===== config.mk =====
export PLATFORM = sky130hd
export DESIGN_NAME = sdram_sched_3p
export DESIGN_NICKNAME = d
export VERILOG_FILES = /design/src/rtl/sdram_sched_3p.sv
export SDC_FILE = /design/constraint.sdc
export NUM_CORES = 1
export LEC_CHECK = 0
export ABC_AREA = 1
export CAP_MARGIN = 20
export CORE_ASPECT_RATIO = 1.1
export CORE_MARGIN = 1.5
export CORE_UTILIZATION = 42
export CTS_BUF_LIST = sky130_fd_sc_hd__clkbuf_8 sky130_fd_sc_hd__clkbuf_16
export DETAILED_ROUTE_END_ITERATION = 7
export PLACE_DENSITY_LB_ADDON = 0.08
export SKIP_CTS_REPAIR_TIMING = 1
export SLEW_MARGIN = 20
export SYNTH_ARGS = -nofsm -noshare
export SYNTH_HDL_FRONTEND = slang
export SYNTH_SLANG_ARGS = --single-unit

===== constraint.sdc =====
create_clock -name clk_i -period 3.02 [get_ports clk_i]
set_clock_uncertainty 0.1 [all_clocks]
set_input_delay 0.453 -clock clk_i [delete_from_list [all_inputs] [get_ports clk_i]]
set_output_delay 0.453 -clock clk_i [all_outputs]
set_load 0.02 [all_outputs]

===== src/rtl/sdram_sched_3p.sv =====
// Three-port SDRAM command scheduler: video has fixed priority and issues burst reads;
// CPU and DMA share the remaining slots round-robin, with a starvation guard against video.
module sdram_sched_3p #(
    parameter int ADDR_W       = 24,
    parameter int DATA_W       = 16,
    parameter int BURST_LEN    = 4,
    parameter int STARVE_LIMIT = 4
) (
    input  logic              clk_i,
    input  logic              rst_ni,
    input  logic              vid_rd,
    input  logic [ADDR_W-1:0] vid_addr,
    output logic              vid_ack,
    output logic              vid_rdy,
    input  logic              cpu_rd,
    input  logic              cpu_wr,
    input  logic [ADDR_W-1:0] cpu_addr,
    input  logic [DATA_W-1:0] cpu_wdata,
    input  logic [1:0]        cpu_wmask,
    output logic              cpu_ack,
    output logic              cpu_rdy,
    input  logic              dma_rd,
    input  logic              dma_wr,
    input  logic [ADDR_W-1:0] dma_addr,
    input  logic [DATA_W-1:0] dma_wdata,
    input  logic [1:0]        dma_wmask,
    output logic              dma_ack,
    output logic              dma_rdy,
    output logic [DATA_W-1:0] rdata_o,
    output logic              ctrl_rd,
    output logic              ctrl_wr,
    output logic [ADDR_W-1:0] ctrl_addr,
    output logic [DATA_W-1:0] ctrl_wdata,
    output logic [1:0]        ctrl_wmask,
    output logic              ctrl_burst,
    input  logic              ctrl_ack,
    input  logic              ctrl_rdy,
    input  logic [DATA_W-1:0] ctrl_rdata,
    output logic              busy_o
);
    localparam logic [3:0] BURST_CNT  = 4'(BURST_LEN);
    localparam logic [3:0] STARVE_MAX = 4'(STARVE_LIMIT);

    typedef enum logic [1:0] {ST_IDLE = 2'd0, ST_CMD = 2'd1, ST_RDATA = 2'd2} state_t;
    typedef enum logic [1:0] {P_VID = 2'd0, P_CPU = 2'd1, P_DMA = 2'd2} port_t;

    state_t            state_r;
    state_t            state_nxt_s;
    port_t             win_r;
    port_t             win_s;
    port_t             rr_last_r;
    logic [3:0]        word_cnt_r;
    logic [3:0]        starve_cnt_r;
    logic              cpu_req_s;
    logic              dma_req_s;
    logic              cd_pend_s;
    logic              req_any_s;
    logic [ADDR_W-1:0] sel_addr_s;
    logic [DATA_W-1:0] sel_wdata_s;
    logic [1:0]        sel_wmask_s;
    logic              sel_wr_s;
    logic              ack_s;
    logic              rdy_s;

    // Winner selection: video first unless CPU/DMA has waited out the starvation budget.
    always_comb begin
        cpu_req_s = cpu_rd | cpu_wr;
        dma_req_s = dma_rd | dma_wr;
        cd_pend_s = cpu_req_s | dma_req_s;
        req_any_s = vid_rd | cd_pend_s;
        win_s     = P_VID;
        if (vid_rd && !((starve_cnt_r == STARVE_MAX) && cd_pend_s)) begin
            win_s = P_VID;
        end else if (cpu_req_s && dma_req_s) begin
            win_s = (rr_last_r == P_DMA) ? P_CPU : P_DMA;
        end else if (cpu_req_s) begin
            win_s = P_CPU;
        end else if (dma_req_s) begin
            win_s = P_DMA;
        end else begin
            win_s = P_VID;
        end
    end

    // Payload of the selected port; write wins over read on a port asserting both.
    always_comb begin
        sel_addr_s  = {ADDR_W{1'b0}};
        sel_wdata_s = {DATA_W{1'b0}};
        sel_wmask_s = 2'b00;
        sel_wr_s    = 1'b0;
        case (win_s)
            P_VID: begin
                sel_addr_s = vid_addr;
            end
            P_CPU: begin
                sel_addr_s  = cpu_addr;
                sel_wdata_s = cpu_wdata;
                sel_wmask_s = cpu_wmask;
                sel_wr_s    = cpu_wr;
            end
            P_DMA: begin
                sel_addr_s  = dma_addr;
                sel_wdata_s = dma_wdata;
                sel_wmask_s = dma_wmask;
                sel_wr_s    = dma_wr;
            end
            default: begin
                sel_wr_s = 1'b0;
            end
        endcase
    end

    // State register.
    always_ff @(posedge clk_i or negedge rst_ni) begin
        if (!rst_ni) begin
            state_r <= ST_IDLE;
        end else begin
            state_r <= state_nxt_s;
        end
    end

    // Next-state logic.
    always_comb begin
        state_nxt_s = state_r;
        case (state_r)
            ST_IDLE: begin
                if (req_any_s) state_nxt_s = ST_CMD;
                else           state_nxt_s = ST_IDLE;
            end
            ST_CMD: begin
                if (ctrl_ack) state_nxt_s = ctrl_wr ? ST_IDLE : ST_RDATA;
                else          state_nxt_s = ST_CMD;
            end
            ST_RDATA: begin
                if (ctrl_rdy && (word_cnt_r == 4'd1)) state_nxt_s = ST_IDLE;
                else                                  state_nxt_s = ST_RDATA;
            end
            default: state_nxt_s = ST_IDLE;
        endcase
    end

    // Acks and read valids go only to the current winner, and only in the matching state.
    always_comb begin
        ack_s   = (state_r == ST_CMD) && ctrl_ack;
        rdy_s   = (state_r == ST_RDATA) && ctrl_rdy;
        vid_ack = ack_s && (win_r == P_VID);
        cpu_ack = ack_s && (win_r == P_CPU);
        dma_ack = ack_s && (win_r == P_DMA);
        vid_rdy = rdy_s && (win_r == P_VID);
        cpu_rdy = rdy_s && (win_r == P_CPU);
        dma_rdy = rdy_s && (win_r == P_DMA);
        rdata_o = rdy_s ? ctrl_rdata : {DATA_W{1'b0}};
        busy_o  = (state_r != ST_IDLE);
    end

    // Command registers, word counter, starvation counter and round-robin pointer.
    always_ff @(posedge clk_i or negedge rst_ni) begin
        if (!rst_ni) begin
            win_r        <= P_VID;
            rr_last_r    <= P_DMA;
            word_cnt_r   <= 4'd0;
            starve_cnt_r <= 4'd0;
            ctrl_rd      <= 1'b0;
            ctrl_wr      <= 1'b0;
            ctrl_burst   <= 1'b0;
            ctrl_addr    <= {ADDR_W{1'b0}};
            ctrl_wdata   <= {DATA_W{1'b0}};
            ctrl_wmask   <= 2'b00;
        end else begin
            case (state_r)
                ST_IDLE: begin
                    if (req_any_s) begin
                        win_r      <= win_s;
                        ctrl_addr  <= sel_addr_s;
                        ctrl_wdata <= sel_wdata_s;
                        ctrl_wmask <= sel_wmask_s;
                        ctrl_rd    <= !sel_wr_s;
                        ctrl_wr    <= sel_wr_s;
                        ctrl_burst <= (win_s == P_VID);
                    end
                end
                ST_CMD: begin
                    if (ctrl_ack) begin
                        ctrl_rd    <= 1'b0;
                        ctrl_wr    <= 1'b0;
                        ctrl_burst <= 1'b0;
                        word_cnt_r <= (win_r == P_VID) ? BURST_CNT : 4'd1;
                        if (win_r == P_VID) begin
                            if (cd_pend_s && (starve_cnt_r != STARVE_MAX)) begin
                                starve_cnt_r <= starve_cnt_r + 4'd1;
                            end
                        end else begin
                            starve_cnt_r <= 4'd0;
                            rr_last_r    <= win_r;
                        end
                    end
                end
                ST_RDATA: begin
                    if (ctrl_rdy) word_cnt_r <= word_cnt_r - 4'd1;
                end
                default: begin
                    ctrl_rd <= 1'b0;
                    ctrl_wr <= 1'b0;
                end
            endcase
        end
    end
endmodule


==> run_results.csv <==
group,metric,value,unit
critical_path,critPathTopFamily,"buffers and inverters",
sta,drv_slew,0,
critical_path,path_cells,"clkdlybuf4s50_1 > nand3_2 > nor2_1 > inv_1 > nor2_1 > clkdlybuf4s50_1",
cells_and_area,nets,823,
power,p_switching,2.04,mW
run_status,status,"complete, but fails checks",
cells_and_area,stdcell_count,798,
power,leakage,2.78,nW
routing,first_iter_violations,163,
clock_network,clock_path_buffers,2,
sta,final_hold_viol_count,20,
place,gp_congestion,0.781,
routing,post_drt_wl_per_cell,12.6,µm
critical_path,r2r_start,"starve_cnt_r[0]",
clock_network,clock_sinks,59,
floorplanning,start_util,43.1,%
critical_path,slowest_delay,0.61,ns
sta,finalSetupTns,0,ns
routing,postRouteAntennaNets,0,
synthesis,synthDistinctLibCells,23,
sta,max_slew_margin,64.0,%
clock_network,path_clk_slew,0.07,ns
power,power,4.71,mW
critical_path,start_kind,"primary input",
place,portBuffers,200,
critical_path,cp_data_required_time,2.47,ns
sta,worst_pin_slew,0.540,ns
run_status,violations,"negative hold slack",
floorplanning,fp.dieW,91.4,µm
clock_network,cts-root-buf,"clkbuf_8",
sta,fmax,376,MHz
sta,hold_ws,-0.0320,ns
routing,wl,10100,µm
routing,drc_errors,0,
critical_path,cp_max_fo,9,
routing,wl_met3,817,µm
clock_network,cts_tree,"done",
min_path,hold_path.class,"primary input to async pin",
cells_and_area,diodes,0,
global_route,antenna_found_initial,0,
power,combPwrFrac,57.0,%
global_route,grt_util_all_layers,23.2,%
sta,setup_violations,0,
power,clkPwrFrac,14.5,%
synthesis,syn_inst,488,
critical_path,r2r-end,"ctrl_addr[3]",
critical_path,cp.arrival,2.10,ns
power,seq_power_share,28.5,%
routing,dr.pass1.iters,4,
power,intPower,2.67,mW
critical_path,crit_type,"primary input to output port",
global_route,grt_pass1_wl,16900,µm
global_route,grt_start_max_net_pins,41,
floorplanning,fp.coreArea,8360,µm²
power,peakVddDrop,0.371,mV
floorplanning,die-height,100,µm
critical_path,reg2reg_depth,14,
critical_path,reg2reg_slack,0.64,ns
cells_and_area,drive_gt1_share,8.88,%
synthesis,ys_seq_area_share,41.0,%
floorplanning,num_rows,35,
power,power.density,809,nW/µm²
synthesis,syn_nets,629,
critical_path,cp_slowest_cell,"clkdlybuf4s50_1",
floorplanning,die_area,9160,µm²
global_route,grt_pass1_vias,3818,
synthesis,ys_warn_count,0,
routing,top_layer,"met4",
place,dp.cells,782,
critical_path,cp-end-kind,"output port",
sta,fin_crit,2.66,ns
synthesis,syn_area,3610,µm²
floorplanning,io_pins,201,
place,dp_hpwl,7640,µm
cells_and_area,area_growth,61.1,%
job,drv_cap,0,
critical_path,path_buf_inv,3,
sta,finalCritPeriodShare,88.0,%
global_route,grt-ovfl-total,0,
sta,rsz0062_at_grt,"no",
synthesis,avgSynthCellArea,7.39,µm²
synthesis,ys_ff_latch,59,
synthesis,synthTopCellsByArea,"dfrtp_1 (40%), nand2_1 (23%), o21ai_2 (5.8%), nand3_1 (5.0%), a22o_1 (4.4%)",
clock_network,insertion_delay,0.33,ns
power,switching_share,43.3,%
critical_path,cp.depth,6,
synthesis,synth.largest_area_cell,"dfrtp_1",
routing,vias,3790,
synthesis,synth_top_area_share,40.2,%
routing,vias_per_cell,4.75,
clock_network,cts_made_buffers,9,
clock_network,htree_num_levels,3,
routing,wl_met2,5080,µm
routing,wl_met1,3950,µm
==> power groups by stage <==
stage	clock network, mW	registers, mW	logic (mW)
floorplan	0	1.63	1.48
global placement	0	1.34	2.66
detailed placement	0	1.35	2.71
CTS	0.700	1.34	2.72
global route	0.730	1.39	2.96
finish	0.682	1.34	2.68
==> Yosys cell counts <==
cell,n
a22o_1,18
a21oi_1,1
inv_1,38
o21ai_2,24
buf_12,2
buf_2,13
nor2_1,34
xnor2_1,2
nand4_1,1
nand3_1,36
clkbuf_1,4
ha_1,8
nor2_2,4
dfrtp_1,58
o21ai_0,10
buf_6,6
buf_8,1
nand3_2,3
nor3_2,2
dfstp_2,1
nand2_1,219
nor2_4,2
nand2_4,1
==> cell usage in the layout (no fill, tap or decap) <==
master           instances
clkinv_2                 1
nor2_1                  34
nor3_2                   2
o21ai_0                 10
a22o_1                  18
nand4_1                  1
ha_1                     8
buf_2                    1
xnor2_1                  2
inv_1                   40
buf_4                    8
dfrtp_1                 58
nand3_2                  3
clkbuf_8                13
o21ai_2                 24
dfstp_2                  1
clkdlybuf4s50_1        199
nand3_1                 36
nor2_4                   2
nor2_2                   4
a21oi_1                  1
nand2_4                  1
nand2_1                219
buf_12                   1
==> how the worst max path moves through the flow <==
stage,end,start
final,cpu_ack,ctrl_ack
after global routing,cpu_ack,ctrl_ack
after CTS,cpu_ack,ctrl_ack
after detailed placement,ctrl_addr[13],cpu_rd
after global placement,cpu_ack,ctrl_ack
after floorplan,ctrl_wdata[10],starve_cnt_r[0]
==> cell families after synthesis <==
family                     Yosys count  synth area share, %
AOI/OAI and AO/OA                   53                 11.7
xor gates and xnor gates             2                0.486
adders and majority gates            8                 2.77
buffers and inverters               64                 9.57
DFF                                 59                 41.0
and+or+nand+nor                    302                 34.5
==> stage by stage <==
step / area (µm²) / util [%] / setup slack (ns) / hold WS (ns)
after floorplan: 3610 / - / 0.985 / 0.0574
after global placement: 5620 / 67.2 / 0.376 / 0.341
after detailed placement: 5620 / 67.2 / 0.353 / 0.344
after CTS: 5810 / 69.5 / 0.360 / -0.0243
after global routing: 5810 / 69.5 / 0.255 / 0.00360
final: 5810 / 69.5 / 0.364 / -0.0320
==> cell type report <==
class	instances	area [µm²]
Clock buffer	13	179
Sequential cell	59	1480
Multi-Input combinational cell	365	1790
Clock inverter	3	12.5
Fill cell	716	2550
Tap cell	111	139
Timing Repair Buffer	209	2080
Inverter	38	143
==> sequential cells by signal (all words and copies together) (netlist names) <==
signal,count
ctrl_addr,24
ctrl_wdata,16
starve_cnt_r,4
word_cnt_r,4
ctrl_wmask,2
rr_last_r,2
state_r,2
win_r,2
ctrl_burst,1
ctrl_rd,1
ctrl_wr,1
==> layer usage <==
layer / vias to the layer above / track usage [%]
met5: - / 0
met4: 0 / 9.74
met3: 21 / 7.20
met2: 134 / 41.1
met1: 1721 / 25.8
li1: 1914 / -
(Power assumes the default switching activity.)
